$ cat config.mk
export PLATFORM = sky130hd
export DESIGN_NAME = tx_frame_build
export DESIGN_NICKNAME = d
export VERILOG_FILES = /design/src/rtl/msg_defs_pkg.sv /design/src/rtl/tx_frame_build_crc.sv /design/src/rtl/tx_frame_build.sv
export SDC_FILE = /design/constraint.sdc
export NUM_CORES = 1
export LEC_CHECK = 0
export CORE_MARGIN = 10
export CORE_UTILIZATION = 47
export CTS_CLUSTER_SIZE = 24
export DETAILED_ROUTE_END_ITERATION = 8
export GPL_TIMING_DRIVEN = 1
export PLACE_DENSITY = 0.8
export SETUP_SLACK_MARGIN = 0.4
export SYNTH_ARGS = -nofsm -noshare
export SYNTH_HDL_FRONTEND = slang
export SYNTH_SLANG_ARGS = --single-unit
$ cat constraint.sdc
create_clock -name clk -period 2.4 [get_ports clk]
set_input_delay 0.36 -clock clk [delete_from_list [all_inputs] [get_ports clk]]
set_output_delay 0.36 -clock clk [all_outputs]
set_load 0.005 [all_outputs]
$ cat src/rtl/msg_defs_pkg.sv
// Shared message definitions for the serial link: start markers, flag codes,
// CRC parameters and the transmit framer state encoding.
package msg_defs;

    localparam logic [7:0]  MARKER_MASTER  = 8'hA5;
    localparam logic [7:0]  MARKER_SLAVE   = 8'h5A;

    localparam logic [7:0]  FLAG_READ      = 8'h01;
    localparam logic [7:0]  FLAG_WRITE     = 8'h02;
    localparam logic [7:0]  FLAG_ACK       = 8'h04;
    localparam logic [7:0]  FLAG_ERR_REPLY = 8'h80;

    localparam logic [15:0] CRC_POLY       = 16'h1021;
    localparam logic [15:0] CRC_INIT       = 16'hFFFF;

    typedef enum logic [2:0] {
        ST_IDLE,
        ST_MRK,
        ST_FLG,
        ST_ADR,
        ST_LEN,
        ST_PAY,
        ST_CRCH,
        ST_CRCL
    } tx_state_e;

endpackage

$ cat src/rtl/tx_frame_build_crc.sv
// CRC-16 (poly CRC_POLY, MSB-first, unreflected) advanced by one data byte.
// Purely combinational so the receive side can reuse it unchanged.
module crc16_byte
    import msg_defs::*;
(
    input  logic [15:0] crc_in,
    input  logic [7:0]  d,
    output logic [15:0] crc_out
);

    logic [15:0] c;

    // Fold the byte into the high half, then shift out eight bits
    always_comb begin
        c = crc_in ^ {d, 8'h00};
        for (int i = 0; i < 8; i++) begin
            c = c[15] ? ((c << 1) ^ CRC_POLY) : (c << 1);
        end
        crc_out = c;
    end

endmodule

$ cat src/rtl/tx_frame_build.sv
// Transmit framer: MARKER_SLAVE, flag, addr, N, N payload bytes, CRC high,
// CRC low, over a valid/ready byte interface with a show-ahead payload source.
// Optional feature macro TX_ERR_REPLY_EN: adds rx_errs/rx_frame_end and sends
// an autonomous one-byte error-reply frame after a received frame ends.
module tx_frame_build
    import msg_defs::*;
(
    input  logic       clk,
    input  logic       n_rst,
    input  logic       start,
    input  logic [7:0] flag,
    input  logic [7:0] addr,
    input  logic [7:0] len,
    input  logic [7:0] pl_data,
    output logic       pl_rd,
    output logic [7:0] tx_data,
    output logic       tx_valid,
    input  logic       tx_ready,
    output logic       busy,
    output logic       done
`ifdef TX_ERR_REPLY_EN
    ,
    input  logic [5:0] rx_errs,
    input  logic       rx_frame_end
`endif
);

    tx_state_e   state_q, state_d;
    logic [7:0]  tx_data_q, tx_data_d;
    logic        tx_valid_q, tx_valid_d;
    logic        busy_q, busy_d;
    logic        done_q, done_d;
    logic [7:0]  cnt_q, cnt_d;
    logic [15:0] crc_q, crc_d;
    logic [7:0]  flag_q, flag_d;
    logic [7:0]  addr_q, addr_d;
    logic [7:0]  len_q, len_d;

    logic        accept;
    logic [15:0] crc_upd;
    logic [7:0]  pay_byte;
    logic        pay_from_src;

`ifdef TX_ERR_REPLY_EN
    logic        pend_q, pend_d;
    logic [5:0]  errs_q, errs_d;
    logic        reply_q, reply_d;
    logic [7:0]  rpl_byte_q, rpl_byte_d;
`endif

    assign accept   = tx_valid_q & tx_ready;
    assign tx_data  = tx_data_q;
    assign tx_valid = tx_valid_q;
    assign busy     = busy_q;
    assign done     = done_q;

    // The byte currently on tx_data is the one folded into the CRC on accept
    crc16_byte u_crc (
        .crc_in  (crc_q),
        .d       (tx_data_q),
        .crc_out (crc_upd)
    );

    // Next-state, next-byte and pl_rd strobe; each non-idle state waits for accept
    always_comb begin
        state_d    = state_q;
        tx_data_d  = tx_data_q;
        tx_valid_d = tx_valid_q;
        busy_d     = busy_q;
        done_d     = 1'b0;
        cnt_d      = cnt_q;
        crc_d      = crc_q;
        flag_d     = flag_q;
        addr_d     = addr_q;
        len_d      = len_q;
        pl_rd      = 1'b0;
`ifdef TX_ERR_REPLY_EN
        pend_d       = pend_q;
        errs_d       = errs_q;
        reply_d      = reply_q;
        rpl_byte_d   = rpl_byte_q;
        pay_byte     = reply_q ? rpl_byte_q : pl_data;
        pay_from_src = ~reply_q;
`else
        pay_byte     = pl_data;
        pay_from_src = 1'b1;
`endif

        case (state_q)
            ST_IDLE: begin
                if (start) begin
                    state_d    = ST_MRK;
                    tx_data_d  = MARKER_SLAVE;
                    tx_valid_d = 1'b1;
                    busy_d     = 1'b1;
                    cnt_d      = 8'd0;
                    crc_d      = CRC_INIT;
                    flag_d     = flag;
                    addr_d     = addr;
                    len_d      = len;
`ifdef TX_ERR_REPLY_EN
                    reply_d    = 1'b0;
                end else if (pend_q) begin
                    state_d    = ST_MRK;
                    tx_data_d  = MARKER_SLAVE;
                    tx_valid_d = 1'b1;
                    busy_d     = 1'b1;
                    cnt_d      = 8'd0;
                    crc_d      = CRC_INIT;
                    flag_d     = FLAG_ERR_REPLY;
                    addr_d     = 8'h00;
                    len_d      = 8'd1;
                    reply_d    = 1'b1;
                    pend_d     = 1'b0;
                    rpl_byte_d = {2'b00, errs_q};
`endif
                end
            end
            ST_MRK: if (accept) begin
                crc_d     = crc_upd;
                tx_data_d = flag_q;
                state_d   = ST_FLG;
            end
            ST_FLG: if (accept) begin
                crc_d     = crc_upd;
                tx_data_d = addr_q;
                state_d   = ST_ADR;
            end
            ST_ADR: if (accept) begin
                crc_d     = crc_upd;
                tx_data_d = len_q;
                state_d   = ST_LEN;
            end
            ST_LEN: if (accept) begin
                crc_d = crc_upd;
                if (len_q != 8'd0) begin
                    tx_data_d = pay_byte;
                    pl_rd     = pay_from_src;
                    state_d   = ST_PAY;
                end else begin
                    tx_data_d = crc_upd[15:8];
                    state_d   = ST_CRCH;
                end
            end
            ST_PAY: if (accept) begin
                crc_d = crc_upd;
                cnt_d = cnt_q + 8'd1;
                if (cnt_q == len_q - 8'd1) begin
                    tx_data_d = crc_upd[15:8];
                    state_d   = ST_CRCH;
                end else begin
                    tx_data_d = pay_byte;
                    pl_rd     = pay_from_src;
                end
            end
            ST_CRCH: if (accept) begin
                tx_data_d = crc_q[7:0];
                state_d   = ST_CRCL;
            end
            ST_CRCL: if (accept) begin
                tx_data_d  = 8'h00;
                tx_valid_d = 1'b0;
                busy_d     = 1'b0;
                done_d     = 1'b1;
                crc_d      = CRC_INIT;
                state_d    = ST_IDLE;
`ifdef TX_ERR_REPLY_EN
                reply_d    = 1'b0;
`endif
            end
            default: state_d = ST_IDLE;
        endcase

`ifdef TX_ERR_REPLY_EN
        // A new clean frame end re-arms the reply even as an older one launches
        if (rx_frame_end && !rx_errs[0]) begin
            pend_d = 1'b1;
            errs_d = rx_errs;
        end
`endif
    end

    // Control and output registers, cleared asynchronously
    always_ff @(posedge clk or negedge n_rst) begin
        if (!n_rst) begin
            state_q    <= ST_IDLE;
            tx_data_q  <= 8'h00;
            tx_valid_q <= 1'b0;
            busy_q     <= 1'b0;
            done_q     <= 1'b0;
            cnt_q      <= 8'd0;
            crc_q      <= CRC_INIT;
`ifdef TX_ERR_REPLY_EN
            pend_q     <= 1'b0;
            errs_q     <= 6'd0;
            reply_q    <= 1'b0;
            rpl_byte_q <= 8'h00;
`endif
        end else begin
            state_q    <= state_d;
            tx_data_q  <= tx_data_d;
            tx_valid_q <= tx_valid_d;
            busy_q     <= busy_d;
            done_q     <= done_d;
            cnt_q      <= cnt_d;
            crc_q      <= crc_d;
`ifdef TX_ERR_REPLY_EN
            pend_q     <= pend_d;
            errs_q     <= errs_d;
            reply_q    <= reply_d;
            rpl_byte_q <= rpl_byte_d;
`endif
        end
    end

    // Captured header fields are only read after a launch loads them
    always_ff @(posedge clk) begin
        flag_q <= flag_d;
        addr_q <= addr_d;
        len_q  <= len_d;
    end

endmodule

# Yosys cells after proc, flatten, opt, wreduce, memory -nomap -nowiden
# Cells that the tools add are included.
# totals
reg_bits	61
wordCells	98
input_bits	36
# classes
n_eq_ne	18
addsub	2
bitwise_logic	10
muxes	47
n_reduce_logical	12
# ops
op	n
2-to-1 mux 13 bit	8
2-to-1 mux 8 bit	12
one-hot mux 8 bit (8 select lines)	1
2-to-1 mux 16 bit	3
one-hot mux 16 bit (3 select lines)	1
2-to-1 mux 3 bit	9
inverter 3 bit	8
one-hot mux 3 bit (8 select lines)	1
!= test 2 bit, second input constant	9
one-hot mux 8 bit (2 select lines)	1
XOR 16 bit	1
equality test 3 bit, second input constant	4
AND reduction 9 bit	1
adder 8 x 1 -> 8 bit, second input constant	1
equality test 8 bit	1
2-to-1 mux 1 bit	8
AND reduction 8 bit	1
nonzero test 8 bit	1
subtractor 8 x 1 -> 8 bit, second input constant	1
equality test 3 x 2 -> 1 bit, second input constant	2
AND reduction 3 bit	2
OR reduction 5 bit	1
one-hot mux 1 bit (2 select lines)	2
AND reduction 4 bit	1
8 further kinds	9

# Logic depth before layout (Yosys ltp)
# Gate-level depths: netlist of run 1.
# depth
word_depth	20
depth_mapped	9

# Hierarchy
# A second synthesis of run 1 with hierarchy kept.
# hier_totals
hier_cells	320
area_unflattened_um2	3515.9
# modules_own_cells
module	seq_area_each_um2	n_inst	cells_per_inst	area_per_inst_um2
tx_frame_build	1666.6	1	295	3128.0
crc16_byte	0.0	1	25	387.9

# Least setup slack after synthesis of run 1
# Ideal clock, no wire load.
# synth_path
kind	reg-to-output
from	register len_q[0]
to	output port pl_rd
path_buffers	0
arrival_ps	1759
path_slack_ps	281
path_stages_with_launch	8
required_time_ps	2040
cell_sequence	edfxtp_1 > inv_1 > ha_1 > o21ba_2 > a22oi_1 > mux2_2 > o2111a_2 > nor4_1
# synth_between
elab_chain_cells	5
elab_cells_between_ends	8
# synth_lines
item	line_no	text
from (decl)	tx_frame_build.sv:37	logic [7:0] len_q, len_d;
from (signal assigned)	tx_frame_build.sv:220	len_q <= len_d;
subtractor 8 x 1 -> 8 bit	tx_frame_build.sv:148	if (cnt_q == len_q - 8'd1) begin
equality test 8 bit	tx_frame_build.sv:148	
2-to-1 mux 1 bit	tx_frame_build.sv:148	
2-to-1 mux 1 bit	tx_frame_build.sv:145	ST_PAY: if (accept) begin
one-hot mux 1 bit (2 select lines) *	tx_frame_build.sv:89	case (state_q)
to (decl)	tx_frame_build.sv:15	output logic pl_rd,
# Mark *: on every way between the ends. The rest lies on a longest branch, timed or not.

# Worst setup path in the final report of run 1
# layout_path
from	register len_q[3]
to	output port pl_rd
# Same word-level chain as after synthesis.

==> impl_metrics.tcl, run 1 <==
set metrics [dict create \
    outcome "complete, but fails checks" \
    failed_checks "setup timing" \
    hold_path.class "in -> async" \
    route.detailed.drc 0 \
    drt_pass1_iterations 4 \
    cp-end-kind "output pin" \
    num_antenna_cells 0 \
    io_pins 48 \
    grt_pass1_vias 2926 \
    syn_nets 346 \
    drive_gt1_frac 0.278 \
    cts.sinks 61 \
    finalCritPeriodShare 1.07 \
    fp.coreArea_sq_um 6790 \
    die_area_sq_um 10700 \
    postCtsHoldBufs 0 \
    fin_nets 440 \
    synth_edf_count 24 \
    synth_area_leaders "edfxtp_1, dfrtp_1, dfstp_2" \
    maxCapViolations 0 \
    wl_per_cell_um 18.1 \
    clk_pin_slew_ns 0.07 \
    grt.total_usage 0.168 \
    tightest_slew_ns 0.855 \
    p_total_w 0.00215 \
    crit_type "reg -> out" \
    fin_ws_ns -0.156 \
    vias_per_cell 5.68 \
    cts_buffers 9 \
    yosysWarnings 0 \
    die_h_um 104 \
    cts_tree "done" \
    antenna_left 0 \
    synth_flop_cell "edfxtp_1" \
    p_leak_nw 1.76 \
    die_w_um 104 \
    report.final.slew_viol_count 0 \
    synthCells 307 \
    cp.required_ns 2.04 \
    drt_iter0_drc 303 \
    worstSetupStartpointType "register" \
    h-tree-depth 3 \
    ys_async_sr_fraction 0.607 \
    synth_top_area_cell "edfxtp_1" \
    yosys-top-cells-count "nor2_1, xnor2_1, a21oi_1, edfxtp_1, dfrtp_1" \
    regArea_sq_um 1670 \
    worstPathArrival_ns 2.20 \
    max_freq_mhz 391 \
    gr-total-overflow 0 \
    power.density_nw_per_um2 480 \
    max-vdd-ir-drop_uv 348 \
    ys_types 52 \
    ys_seq_area_frac 0.507 \
    clock_latency_ns 0.35 \
    slew_headroom 0.430 \
    grt_pass1_wl_mm 14.8 \
    finalSetupViolCount 7 \
    antenna_found_initial 0 \
    drt-total-wl_mm 9.10 \
    grt_setup_unrepaired "true" \
    area_growth_pct 36.6 \
    path_max_fanout 2 \
    fin_skew_ns 0.0106 \
    avgSynthCellArea_sq_um 10.7 \
    row_count 30 \
    fill_cells 522 \
    root_buffer "clkbuf_8" \
    yosys.area.top_type_share 0.219 \
    hold_violations 0 \
    vias 2851 \
    multi_input_area_sq_um 1620 \
    netlist_area_sq_um 3290 \
    setup_tns_ns -0.504 \
    grt_max_degree 38 \
    initial_utilization 0.484 \
    fin_crit_ns 2.56 \
    dp_hpwl_mm 6.44 \
    cts_buffer_depth 2 \
    synth.most_common_cell "nor2_1" \
    r2r_slack_ns -0.10 \
    synth_seq_cells 61 \
    numPortBuffers 47 \
    place.gp.congestion 0.956 \
]
[logic make-up (layout without fill, tap and decap cells)]
logic type,Yosys count,count (layout),share of synthesized area
multiplexers,9,9,0.0293
flip-flops,61,61,0.507
AO/OA/AOI/OAI,87,88,0.185
adder cells (fa/ha/maj),3,3,0.0114
buffers and inverters,18,116,0.0308
AND/OR/NAND/NOR,90,90,0.133
XOR/XNOR,39,39,0.104
[what timing repair did]
action	in CTS	in global routing
setup buffers	8	2
setup endpoints to repair	13	26
gates resized for setup	16	11
cloned	1	0
pin swaps	10	10
[critical path: stages (launching register included)]
cell and delay (ns):
edfxtp_1 0.43, buf_6 0.15, nor3_2 0.20, buf_4 0.15, nand2_1 0.07, nor3_1 0.37
o2111a_2 0.30, nor4_2 0.05, buf_2 0.13
[state kept, by name, indices dropped and copies added, names as in the netlist]
| register | count |
|---|---|
| done | 1 |
| state_q | 3 |
| busy | 1 |
| tx_data | 8 |
| flag_q | 8 |
| crc_q | 16 |
| cnt_q | 8 |
| addr_q | 8 |
| len_q | 8 |
[layout make-up]
cell class	instances	area share
sequential	61	0.372
multi-input combinational	229	0.360
timing repair buffer	94	0.186
clock buffer	13	0.0401
tap	96	0.0268
clock inverter	3	0.00892
inverter	6	0.00558
[cell usage in the layout (no fill, tap or decap), types with 12 or more instances in the layout]
| master | n |
|---|---|
| edfxtp_1 | 24 |
| nor2_1 | 35 |
| a21oi_1 | 23 |
| dfstp_2 | 16 |
| xnor2_1 | 23 |
| buf_4 | 41 |
| o21ai_0 | 12 |
| clkdlybuf4s50_1 | 45 |
| xor2_1 | 14 |
| dfrtp_1 | 19 |
| nand2_1 | 15 |
[power by group]
part / total [W] / switching [W] / internal [W]
registers: 0.00109 / 0 / 0.00109
logic: 0.0000718 / 0.0000230 / 0.0000489
clock network: 0.000997 / 0.000401 / 0.000596
total: 0.00215 / 0.000424 / 0.00173
[path summary, 6_finish.rpt]
| kind | startpoint | end | depth (start not counted) |
|---|---|---|---|
| max in group asynchronous | n_rst | state_q[0]$_DFFE_PN0P_ | 1 |
| min | n_rst | tx_data[2]$_DFFE_PN0P_ | 1 |
| min in group clk | crc_q[15]$_DFFE_PN1P_ | crc_q[15]$_DFFE_PN1P_ | 2 |
| max reg2reg | len_q[2]$_DFFE_PP_ | tx_data[7]$_DFFE_PN0P_ | 12 |
| min reg2reg | crc_q[15]$_DFFE_PN1P_ | crc_q[15]$_DFFE_PN1P_ | 2 |
| max | len_q[3]$_DFFE_PP_ | pl_rd | 8 |
[routing by layer]
| metal | wire length (um) | up-vias | track usage |
|---|---|---|---|
| li1 | - | 1319 | - |
| met1 | 3560 | 1329 | 0.193 |
| met2 | 4470 | 167 | 0.278 |
| met3 | 661 | 36 | 0.0390 |
| met4 | 406 | 0 | 0.0978 |
| met5 | 0 | - | 0 |
[through the flow]
stage,area [sq um],utilization,hold WS (ns),setup slack (ns),instances
floorplan,3310,-,0.0644,0.420,307
global placement,4090,0.603,0.500,-0.0523,475
detailed placement,4090,0.603,0.500,-0.141,475
CTS,4440,0.653,0.138,-0.175,500
global route,4490,0.661,0.188,-0.241,502
finish,4490,0.661,0.127,-0.156,502
(Power assumes the default switching activity.)
==> inputs of run 2 (changes only) <==
--- a/config.mk
+++ b/config.mk
@@ -5,12 +5,13 @@
 export SDC_FILE = /design/constraint.sdc
 export NUM_CORES = 1
 export LEC_CHECK = 0
+export ABC_AREA = 1
 export CORE_MARGIN = 10
 export CORE_UTILIZATION = 47
 export CTS_CLUSTER_SIZE = 24
 export DETAILED_ROUTE_END_ITERATION = 8
 export GPL_TIMING_DRIVEN = 1
-export PLACE_DENSITY = 0.8
+export PLACE_DENSITY = 0.79
 export SETUP_SLACK_MARGIN = 0.4
 export SYNTH_ARGS = -nofsm -noshare
 export SYNTH_HDL_FRONTEND = slang
==> constraint.sdc (replaced) <==
create_clock -name clk -period 2.4 [get_ports clk]
set_input_delay 0.48 -clock clk [delete_from_list [all_inputs] [get_ports clk]]
set_output_delay 0.48 -clock clk [all_outputs]
set_load 0.02 [all_outputs]
==> run 2 against run 1 <==
  * The run still ends with setup timing left
  * Total power fell by 5.6%
  * Largest cell class is now multi-input combinational cells
  * Wire length up 19%
  * Clock power decreased by 13%
  * Area after synthesis grew 9.2%
  * Critical path depth increased by 4
  * Die area increased by 7.4%
  * Sequential power is essentially flat
  * Sequential cell count unchanged
  * Final cell count rose by 33%
  * Non-clock buffer count is 12 higher
==> impl_metrics.tcl, run 2 <==
set metrics [dict create \
    synth_edf_count 24 \
    max_freq_mhz 399 \
    yosys.area.top_type_share 0.201 \
    fin_nets 601 \
    ys_types 40 \
    avgSynthCellArea_sq_um 7.95 \
    drive_gt1_frac 0.293 \
    row_count 31 \
    syn_nets 490 \
    drt_pass1_iterations 5 \
    final_common_cell "nand2_1" \
    crit_end "pl_rd" \
    tightest_slew_ns 0.849 \
    numPortBuffers 47 \
    grt_max_degree 38 \
    area_growth_pct 40.9 \
    die_w_um 107 \
    p_leak_nw 2.27 \
    cp_common_cell "nand2_1" \
    r2r-start "len_q[3]$_DFFE_PP_" \
    place_area_sq_um 4460 \
    die_area_sq_um 11500 \
    cp_num_cells 12 \
    io_pins 48 \
    synth_area_leaders "edfxtp_1, dfrtp_1, nand2_1" \
    cts_tree "done" \
    grt.total_usage 0.181 \
    vias 3530 \
    maxCapViolations 0 \
    p_total_w 0.00203 \
    slew_headroom 0.434 \
    r2r-end "tx_data[3]$_DFFE_PN0P_" \
    antenna_left 0 \
    startpoint "len_q[0]$_DFFE_PP_" \
    gr-total-overflow 0 \
    place.gp.congestion 0.937 \
    max-vdd-ir-drop_uv 344 \
    fin_ws_ns -0.109 \
    synth.most_common_cell "nand2_1" \
    ys_seq_area_frac 0.465 \
    utilization 0.690 \
    finalSetupViolCount 1 \
    cp.required_ns 1.92 \
    dp_slack_ns -0.242 \
    wl_per_cell_um 16.2 \
    fin_crit_ns 2.51 \
    final_cell_mix "nand2_1, inv_1, clkdlybuf4s50_1, buf_4, nor2_1" \
    die_h_um 107 \
    root_buffer "clkbuf_8" \
    cts_buffers 9 \
    failed_checks "setup timing" \
    grt_pass1_vias 3409 \
    grt_setup_unrepaired "true" \
    r2r_slack_ns 0.08 \
    yosysWarnings 0 \
    hold_violations 0 \
    report.final.slew_viol_count 0 \
    hold_path.class "in -> async" \
    clock_latency_ns 0.34 \
    route.detailed.drc 0 \
    synth_seq_cells 61 \
    critPathMaxStageDelay_ns 0.42 \
    slowest_stage "edfxtp_1" \
    r2r_cells 17 \
    worst-path-buf-inv 3 \
    h-tree-depth 3 \
    clk_pin_slew_ns 0.07 \
    ys_async_sr_fraction 0.607 \
    dp_hpwl_mm 7.64 \
    fin_skew_ns 0.0103 \
    worstPathArrival_ns 2.03 \
    fp.coreArea_sq_um 7330 \
    cts_buffer_depth 2 \
    cts.sinks 61 \
    cp-end-kind "output pin" \
    largest_reg_flops 16 \
    drt_iter0_drc 330 \
    power.density_nw_per_um2 402 \
    yosys-top-cells-count "nand2_1, inv_1, nor2_1" \
    num_antenna_cells 0 \
    synth_flop_cell "edfxtp_1" \
    design_area_sq_um 5060 \
    fill_cells 527 \
    vias_per_cell 5.30 \
    crit_family "simple AND/OR/NAND/NOR gates" \
    initial_utilization 0.489 \
    antenna_found_initial 0 \
    outcome "complete, but fails checks" \
    drt-total-wl_mm 10.8 \
    synth_top_area_cell "edfxtp_1" \
    regMostFlops "crc_q" \
    path_max_fanout 5 \
    crit_type "reg -> out" \
    grt_pass1_wl_mm 16.6 \
    synthCells 451 \
    worstSetupStartpointType "register" \
    cp_cell_sequence "inv_2 > ha_4 > nand2_1 > nand3_2 > nand2_1 > inv_1 > nand2_1 > nor2_2 > nand3_2 > nor2_4 > nor4_4 > buf_4" \
    finalCritPeriodShare 1.05 \
    netlist_area_sq_um 3590 \
]
[run 2: cell count changes after synthesis, moves of 4 or more]
cell	delta
nand2_2	+4
o22a_1	-9
mux2_2	-5
nor2_2	+7
mux2i_1	-4
xnor2_1	-14
nand2_1	+108
inv_1	+53
inv_2	+6
nor2_1	+12
a31oi_1	-7
nand3_1	+20
clkbuf_1	-4
[run 2: area by class of cell]
cell class                      instances  area [sq um]  area share
Timing Repair Buffer                  106           978       0.194
Clock inverter                          3          16.3     0.00322
Inverter                               65           251      0.0497
Tap cell                               99           124      0.0245
Clock buffer                           13           170      0.0337
Multi-Input combinational cell        319          1850       0.366
Sequential cell                        61          1670       0.330
[run 2: stage by stage]
stage,hold WS (ns),std cells,setup TNS (ns)
6_report,0.239,666,-0.109
2_1_floorplan,0.184,451,0
4_1_cts,0.272,656,0
3_3_place_gp,0.500,628,-0.215
5_1_grt,0.289,666,-0.249
3_5_place_dp,0.509,628,-0.242
[run 2: worst min path at each step]
| stage | slack (ns) | to | startpoint | cells past startpoint |
|---|---|---|---|---|
| finish | 0.24 | cnt_q[6]$_DFFE_PN0P_ | n_rst | 1 |
| CTS | 0.27 | cnt_q[6]$_DFFE_PN0P_ | n_rst | 1 |
| detailed placement | 0.51 | crc_q[8]$_DFFE_PN1P_ | crc_q[8]$_DFFE_PN1P_ | 2 |
| global placement | 0.50 | crc_q[10]$_DFFE_PN1P_ | crc_q[10]$_DFFE_PN1P_ | 2 |
| floorplan | 0.18 | busy$_DFFE_PN0P_ | n_rst | 0 |
| global route | 0.29 | cnt_q[6]$_DFFE_PN0P_ | n_rst | 1 |
[run 2: cells by family (layout without fill, tap and decap cells)]
| group | Yosys count | count (layout) | share of synthesized area |
|---|---|---|---|
| simple gates | 236 | 236 | 0.289 |
| buf+inv | 71 | 187 | 0.0806 |
| flops | 61 | 61 | 0.465 |
| compound gates | 56 | 56 | 0.0942 |
| xor+xnor | 24 | 24 | 0.0607 |
| fa+ha+maj | 3 | 3 | 0.0105 |
[run 2: what timing repair did]
action | in CTS | in global routing
hold buffers | 0 | 0
resized for setup | 48 | 27
setup buffers | 12 | 10
hold endpoints to repair | 0 | 0
pin swaps | 24 | 18
setup endpoints to repair | 10 | 19
[run 2: power breakdown]
part,internal [W],switching (W)
registers,0.00109,0
clock network,0.000464,0.000405
logic,0.0000505,0.0000279
[run 2: layer usage]
layer  track usage  routed length [um]
met1         0.228                4500
met2         0.284                5000
met3        0.0539                1020
met4        0.0687                 295
met5             0                   0
